[src/rtl/tc_timer_slave_pkg.sv]
// Shared definitions for the tc_timer_slave memory-mapped timer:
// register offsets, CTRL bit positions, MODE encodings, FSM states
// and the byte-lane merge helper used by the bus write path.
package tc_timer_slave_pkg;

  localparam logic [3:0] OFF_CTRL   = 4'h0;
  localparam logic [3:0] OFF_PRESET = 4'h4;
  localparam logic [3:0] OFF_COUNT  = 4'h8;
  localparam logic [3:0] OFF_AUX    = 4'hC;

  localparam int CTRL_EN      = 0;
  localparam int CTRL_MODE_LO = 1;
  localparam int CTRL_MODE_HI = 2;
  localparam int CTRL_IM      = 3;

  localparam logic [1:0] MODE_RELOAD = 2'b01;

  typedef enum logic [1:0] {
    ST_IDLE,
    ST_LOAD,
    ST_CNT,
    ST_INT
  } tc_state_e;

  // Replace only the byte lanes whose enable bit is set
  function automatic logic [31:0] merge_bytes(input logic [31:0] old_val,
                                              input logic [31:0] new_val,
                                              input logic [3:0]  be);
    logic [31:0] result;
    result = old_val;
    for (int k = 0; k < 4; k++) begin
      if (be[k]) result[8*k +: 8] = new_val[8*k +: 8];
    end
    return result;
  endfunction

endpackage

[src/rtl/tc_timer_slave_prescaler.sv]
// tc_prescaler: 16-bit divider producing a one-cycle tick every
// divisor+1 enabled cycles; clear forces the divider back to zero.
module tc_prescaler (
  input  logic        clk,
  input  logic        reset,
  input  logic        clear,
  input  logic        enable,
  input  logic [15:0] divisor,
  output logic        tick
);

  logic [15:0] cnt_q;
  logic [15:0] cnt_d;

  // Tick on reaching the divisor; >= guards against the divisor shrinking mid-count
  assign tick = enable && (cnt_q >= divisor);

  // Next divider value: clear wins, otherwise count and wrap on tick
  always_comb begin
    cnt_d = cnt_q;
    if (clear) begin
      cnt_d = 16'h0;
    end else if (enable) begin
      cnt_d = tick ? 16'h0 : cnt_q + 16'h1;
    end
  end

  // Divider register
  always_ff @(posedge clk or negedge reset) begin
    if (!reset) cnt_q <= 16'h0;
    else        cnt_q <= cnt_d;
  end

endmodule

[src/rtl/tc_timer_slave.sv]
// tc_timer_slave: memory-mapped down-counter with one-shot and
// auto-reload modes on the CPU data bus; drives the CPU interrupt.
// Optional macro TC_PRESCALE_EN adds a PRESCALE register at 0xC and
// a tc_prescaler that paces the decrements.
module tc_timer_slave
  import tc_timer_slave_pkg::*;
#(
  parameter logic [31:0] BASE_ADDR = 32'h0000_7F00
) (
  input  logic        clk,
  input  logic        reset,
  input  logic [31:0] addr,
  input  logic [3:0]  byteen,
  input  logic [31:0] wdata,
  output logic [31:0] rdata,
  output logic        irq
);

  tc_state_e   state_q, state_d;
  logic [3:0]  ctrl_q, ctrl_d;
  logic [31:0] preset_q, preset_d;
  logic [31:0] count_q, count_d;
  logic        irq_flag_q, irq_flag_d;

  logic        hit;
  logic        wr;
  logic [3:0]  off;
  logic        wr_ctrl;
  logic        wr_preset;
  logic [3:0]  ctrl_bus;
  logic        en_now;
  logic        presc_clear;
  logic        tick;
  logic        unused_addr_lsb;

  assign hit             = (addr[31:4] == BASE_ADDR[31:4]);
  assign wr              = hit && (|byteen);
  assign off             = {addr[3:2], 2'b00};
  assign wr_ctrl         = wr && (off == OFF_CTRL);
  assign wr_preset       = wr && (off == OFF_PRESET);
  assign unused_addr_lsb = ^addr[1:0];

  // CTRL as it will be after this edge's bus write, so EN writes act at once
  assign ctrl_bus = (wr_ctrl && byteen[0]) ? wdata[3:0] : ctrl_q;
  assign en_now   = ctrl_bus[CTRL_EN];

  assign irq = irq_flag_q & ctrl_q[CTRL_IM];

`ifdef TC_PRESCALE_EN
  logic [15:0] prescale_q, prescale_d;
  logic        wr_aux;
  logic [31:0] prescale_merged;

  assign wr_aux          = wr && (off == OFF_AUX);
  assign prescale_merged = merge_bytes({16'h0, prescale_q}, wdata, byteen);

  // PRESCALE register write merge
  always_comb begin
    prescale_d = prescale_q;
    if (wr_aux) prescale_d = prescale_merged[15:0];
  end

  // PRESCALE register
  always_ff @(posedge clk or negedge reset) begin
    if (!reset) prescale_q <= 16'h0;
    else        prescale_q <= prescale_d;
  end

  tc_prescaler u_prescaler (
    .clk     (clk),
    .reset   (reset),
    .clear   (presc_clear),
    .enable  (!presc_clear),
    .divisor (prescale_q),
    .tick    (tick)
  );
`else
  assign tick = 1'b1;
`endif

  // Combinational read mux; zero on a miss or an unmapped offset
  always_comb begin
    rdata = 32'h0;
    if (hit) begin
      case (off)
        OFF_CTRL:   rdata = {28'h0, ctrl_q};
        OFF_PRESET: rdata = preset_q;
        OFF_COUNT:  rdata = count_q;
`ifdef TC_PRESCALE_EN
        OFF_AUX:    rdata = {16'h0, prescale_q};
`else
        OFF_AUX:    rdata = 32'h0;
`endif
        default:    rdata = 32'h0;
      endcase
    end
  end

  // Next state, counter, flag and register updates; bus CTRL write beats INT's EN clear, flag set beats bus clear
  always_comb begin
    state_d     = state_q;
    ctrl_d      = ctrl_q;
    preset_d    = preset_q;
    count_d     = count_q;
    irq_flag_d  = irq_flag_q;
    presc_clear = 1'b1;

    if (wr_preset) preset_d = merge_bytes(preset_q, wdata, byteen);
    if (wr_ctrl || wr_preset) irq_flag_d = 1'b0;

    case (state_q)
      ST_IDLE: begin
        if (en_now) state_d = ST_LOAD;
      end
      ST_LOAD: begin
        count_d = preset_q;
        state_d = ST_CNT;
      end
      ST_CNT: begin
        presc_clear = 1'b0;
        if (!en_now) begin
          state_d = ST_IDLE;
        end else if (count_q == 32'h0) begin
          state_d    = ST_INT;
          irq_flag_d = 1'b1;
        end else if (tick) begin
          count_d = count_q - 32'h1;
        end
      end
      ST_INT: begin
        if (ctrl_q[CTRL_MODE_HI:CTRL_MODE_LO] == MODE_RELOAD) begin
          state_d    = ST_LOAD;
          irq_flag_d = 1'b0;
        end else begin
          state_d         = ST_IDLE;
          ctrl_d[CTRL_EN] = 1'b0;
        end
      end
      default: state_d = ST_IDLE;
    endcase

    if (wr_ctrl && byteen[0]) ctrl_d = wdata[3:0];
  end

  // State and register file
  always_ff @(posedge clk or negedge reset) begin
    if (!reset) begin
      state_q    <= ST_IDLE;
      ctrl_q     <= 4'h0;
      preset_q   <= 32'h0;
      count_q    <= 32'h0;
      irq_flag_q <= 1'b0;
    end else begin
      state_q    <= state_d;
      ctrl_q     <= ctrl_d;
      preset_q   <= preset_d;
      count_q    <= count_d;
      irq_flag_q <= irq_flag_d;
    end
  end

endmodule

[config.mk]
export PLATFORM = sky130hd
export DESIGN_NAME = tc_timer_slave
export DESIGN_NICKNAME = d
export VERILOG_FILES = /design/src/rtl/tc_timer_slave_pkg.sv /design/src/rtl/tc_timer_slave_prescaler.sv /design/src/rtl/tc_timer_slave.sv
export SDC_FILE = /design/constraint.sdc
export NUM_CORES = 1
export LEC_CHECK = 0
export ABC_AREA = 1
export BUFFER_PORTS_ARGS = -buffer_cell sky130_fd_sc_hd__buf_4
export CAP_MARGIN = 20
export CORE_MARGIN = 2
export CORE_UTILIZATION = 60
export CTS_CLUSTER_SIZE = 8
export DETAILED_ROUTE_END_ITERATION = 16
export MAX_ROUTING_LAYER = met4
export PLACE_DENSITY_LB_ADDON = 0.3
export SLEW_MARGIN = 25
export SYNTH_ARGS = -nofsm -noshare
export SYNTH_HDL_FRONTEND = slang
export SYNTH_SLANG_ARGS = --single-unit
[constraint.sdc]
create_clock -name clk -period 2.5 [get_ports clk]
set_input_delay 0.5 -clock clk [delete_from_list [all_inputs] [get_ports clk]]
set_output_delay 0.5 -clock clk [all_outputs]
set_load 0.05 [all_outputs]
==> impl_metrics.ini <==
[status]
status = completed

[sta]
final.setup_skew_ns = 0.0186
drv_slew = 0
tightest_slew_ns = 1.04
layout_min_cycle_time_ns = 2.36
setup_violations = 0
slew_headroom_pct = 30.8
hold_viol = 0
max_freq_mhz = 424
worst_hold_slack_ns = 0.260
fin_crit_sh_pct = 94.3

[synthesis]
synth_top_cell_by_area = dfrtp_1
synth.distinct_cells = 37
syn_inst = 779
yosysTopAreaCellShare_pct = 36.0
ys_seq_area_share_pct = 36.0
syn-num-nets = 851
synth_warnings = 0
ys.flop_type = dfrtp_1
synth_area_um2 = 4940
synthArstFlopShare_pct = 100
yosys-top-cells-area = dfrtp_1 (36%), nand2_1 (23%), nand3_1 (8.1%)
synth-edff-count = 0
ys_ff_latch = 71
synth_area_per_cell_um2 = 6.34

[clocking]
cts_tree = built
ctsHtreeMaxLevel = 3
clock_tree.root_cell = clkbuf_8
cts_buffer_depth = 2
clkTransAtPathRegs_ns = 0.09
clk_latency_ns = 0.36
cts_sinks = 71
cts_made_buffers = 9

[die]
die_y_um = 94.7
fp.coreArea_um2 = 8090
rows = 33
ioPinCount = 103
die_w_um = 94.7
die_area_um2 = 8970
start_util_pct = 61.0

[final_layout]
layout_common_cells = nand2_1 (302), buf_4 (105), nor2_1 (96), nand3_1 (80), dfrtp_1 (71)
final_common_cell = nand2_1
final_cell_count_no_fill = 981
drive_gt1_share_pct = 19.1
num_antenna_cells = 0
nNetsFinal = 943
areaGrowthSynthToFinish_pct = 22.4
post-route-util_pct = 74.6

[grt]
overflow = 0
grt_start_max_net_pins = 72
grtUsageTotal_pct = 36.9
grt_pass1_vias = 5201
antenna_found_initial = 0
grt_pass1_wl_mm = 24.9

[drt]
drcViolationCount = 0
num_vias = 5505
viasPerCell = 5.61
drt_iter0_drc = 439
ant_nets = 0
routed_wl_mm = 15.4
avgRoutedWirePerCell_um = 15.7
dr.pass1.iters = 7

[worst_setup_path]
cp.arrival_ns = 1.86
cp.depth = 10
crit_chain = buf_4 > nor2_1 > nand2_1 > nor2_2 > nand2_1 > nor2_4 > inv_1 > buf_6 > a21oi_1 > buf_4
cp-end-kind = output port
crit_buf_inv = 4
cp_max_fo = 16
critPathTopFamily = buffers and inverters
ff2ff_path_depth = 9
start_kind = input pin
cp.required_ns = 2.00
worstSetupPathType = input pin to output port
slowest_delay_ns = 0.22
slowest_stage = buf_4

[power_and_ir_drop]
p_per_area_nw_per_um2 = 397
seq_power_share_pct = 47.9
clkPwrFrac_pct = 45.4
p_int_uw = 1800
p_sw_share_pct = 24.9
power.switching_uw = 596
vdd_drop_max_mv = 0.254
leakagePower_uw = 0.00327
comb_power_share_pct = 6.8

[worst_hold_path]
hold_class = input pin to asynchronous set/reset pin

[place]
numPortBuffers = 100
dp_hpwl_mm = 10.3
gp_congestion = 0.920
dp_cells = 962

[run]
maxCapViolCount = 0
==> sequential cells by signal, summed over array words and instances, names as in the netlist <==
name / flops
ctrl_q: 4
count_q: 32
preset_q: 32
irq_flag_q: 1
state_q: 2
==> power groups by stage <==
stage | Clock (uW) | Combinational, uW | Sequential, uW
after floorplan | 0 | 44.0 | 1170
after global placement | 0 | 157 | 1170
after detailed placement | 0 | 163 | 1170
after CTS | 1090 | 163 | 1150
after global routing | 1140 | 178 | 1150
final | 1090 | 163 | 1150
==> final timing paths <==
| path | start | end | slack (ns) |
|---|---|---|---|
| max in group asynchronous | reset | ctrl_q[2]$_DFFE_PN0N_ | 1.59 |
| setup reg to reg | count_q[6]$_DFFE_PN0P_ | count_q[27]$_DFFE_PN0P_ | 0.22 |
| hold / removal | reset | count_q[7]$_DFFE_PN0P_ | 0.26 |
| min in group clk | wdata[4] | preset_q[4]$_DFFE_PN0P_ | 0.37 |
| hold reg to reg | preset_q[3]$_DFFE_PN0P_ | preset_q[3]$_DFFE_PN0P_ | 0.50 |
| setup / recovery | addr[25] | rdata[17] | 0.14 |
==> cell usage after synthesis, types with 5 or more instances <==
master and n:
nand2_1 302, nor2_1 97, nand3_1 80, dfrtp_1 71, inv_1 60, a21oi_1 45, o21ai_0 29, clkbuf_1 17
nand2_2 11, nand4_1 9, nor2_2 8, buf_2 6, buf_4 5
==> layer usage <==
metal | share of wire (%) | vias up | track usage (%)
li1 | - | 2658 | -
met1 | 43 | 2551 | 49.3
met2 | 46 | 262 | 57.3
met3 | 8.1 | 34 | 5.75
met4 | 2.5 | 0 | 12.7
met5 | 0 | - | -
==> area by class of cell <==
| cell class | count | area (um2) |
|---|---|---|
| repair buffers | 113 | 896 |
| clock inverters | 7 | 104 |
| clock buffers | 9 | 124 |
| well taps | 105 | 131 |
| fillers | 651 | 2050 |
| inverters | 61 | 229 |
| flip-flops and latches | 71 | 1780 |
| multi-input cells | 615 | 2780 |
==> per-stage QoR <==
step                power, uW  setup WS (ns)  instance area [um2]  setup TNS (ns)
floorplan                1210        -0.0725                 4940           -1.92
global placement         1330        -0.0185                 5730          -0.267
detailed placement       1330        -0.0631                 5730          -0.622
CTS                      2400         0.0483                 5970               0
global route             2470       -0.00217                 6040        -0.00217
finish                   2400          0.143                 6040               0
==> cells by family after synthesis <==
kind of cell | share of synthesized area (%)
DFF | 36.0
and+or+nand+nor | 44.7
AOI/OAI and AO/OA | 9.25
xor gates and xnor gates | 0.887
buffers and inverters | 8.64
adders and majority gates | 0.507
==> timing repair <==
action / in CTS / in global routing
setup buffers: 0 / 2
resized for setup: 1 / 14
pin swaps: 1 / 1
hold buffers: 0 / 0
cloned: 1 / 0
setup endpoints to repair: 33 / 59
(Power assumes the default switching activity.)
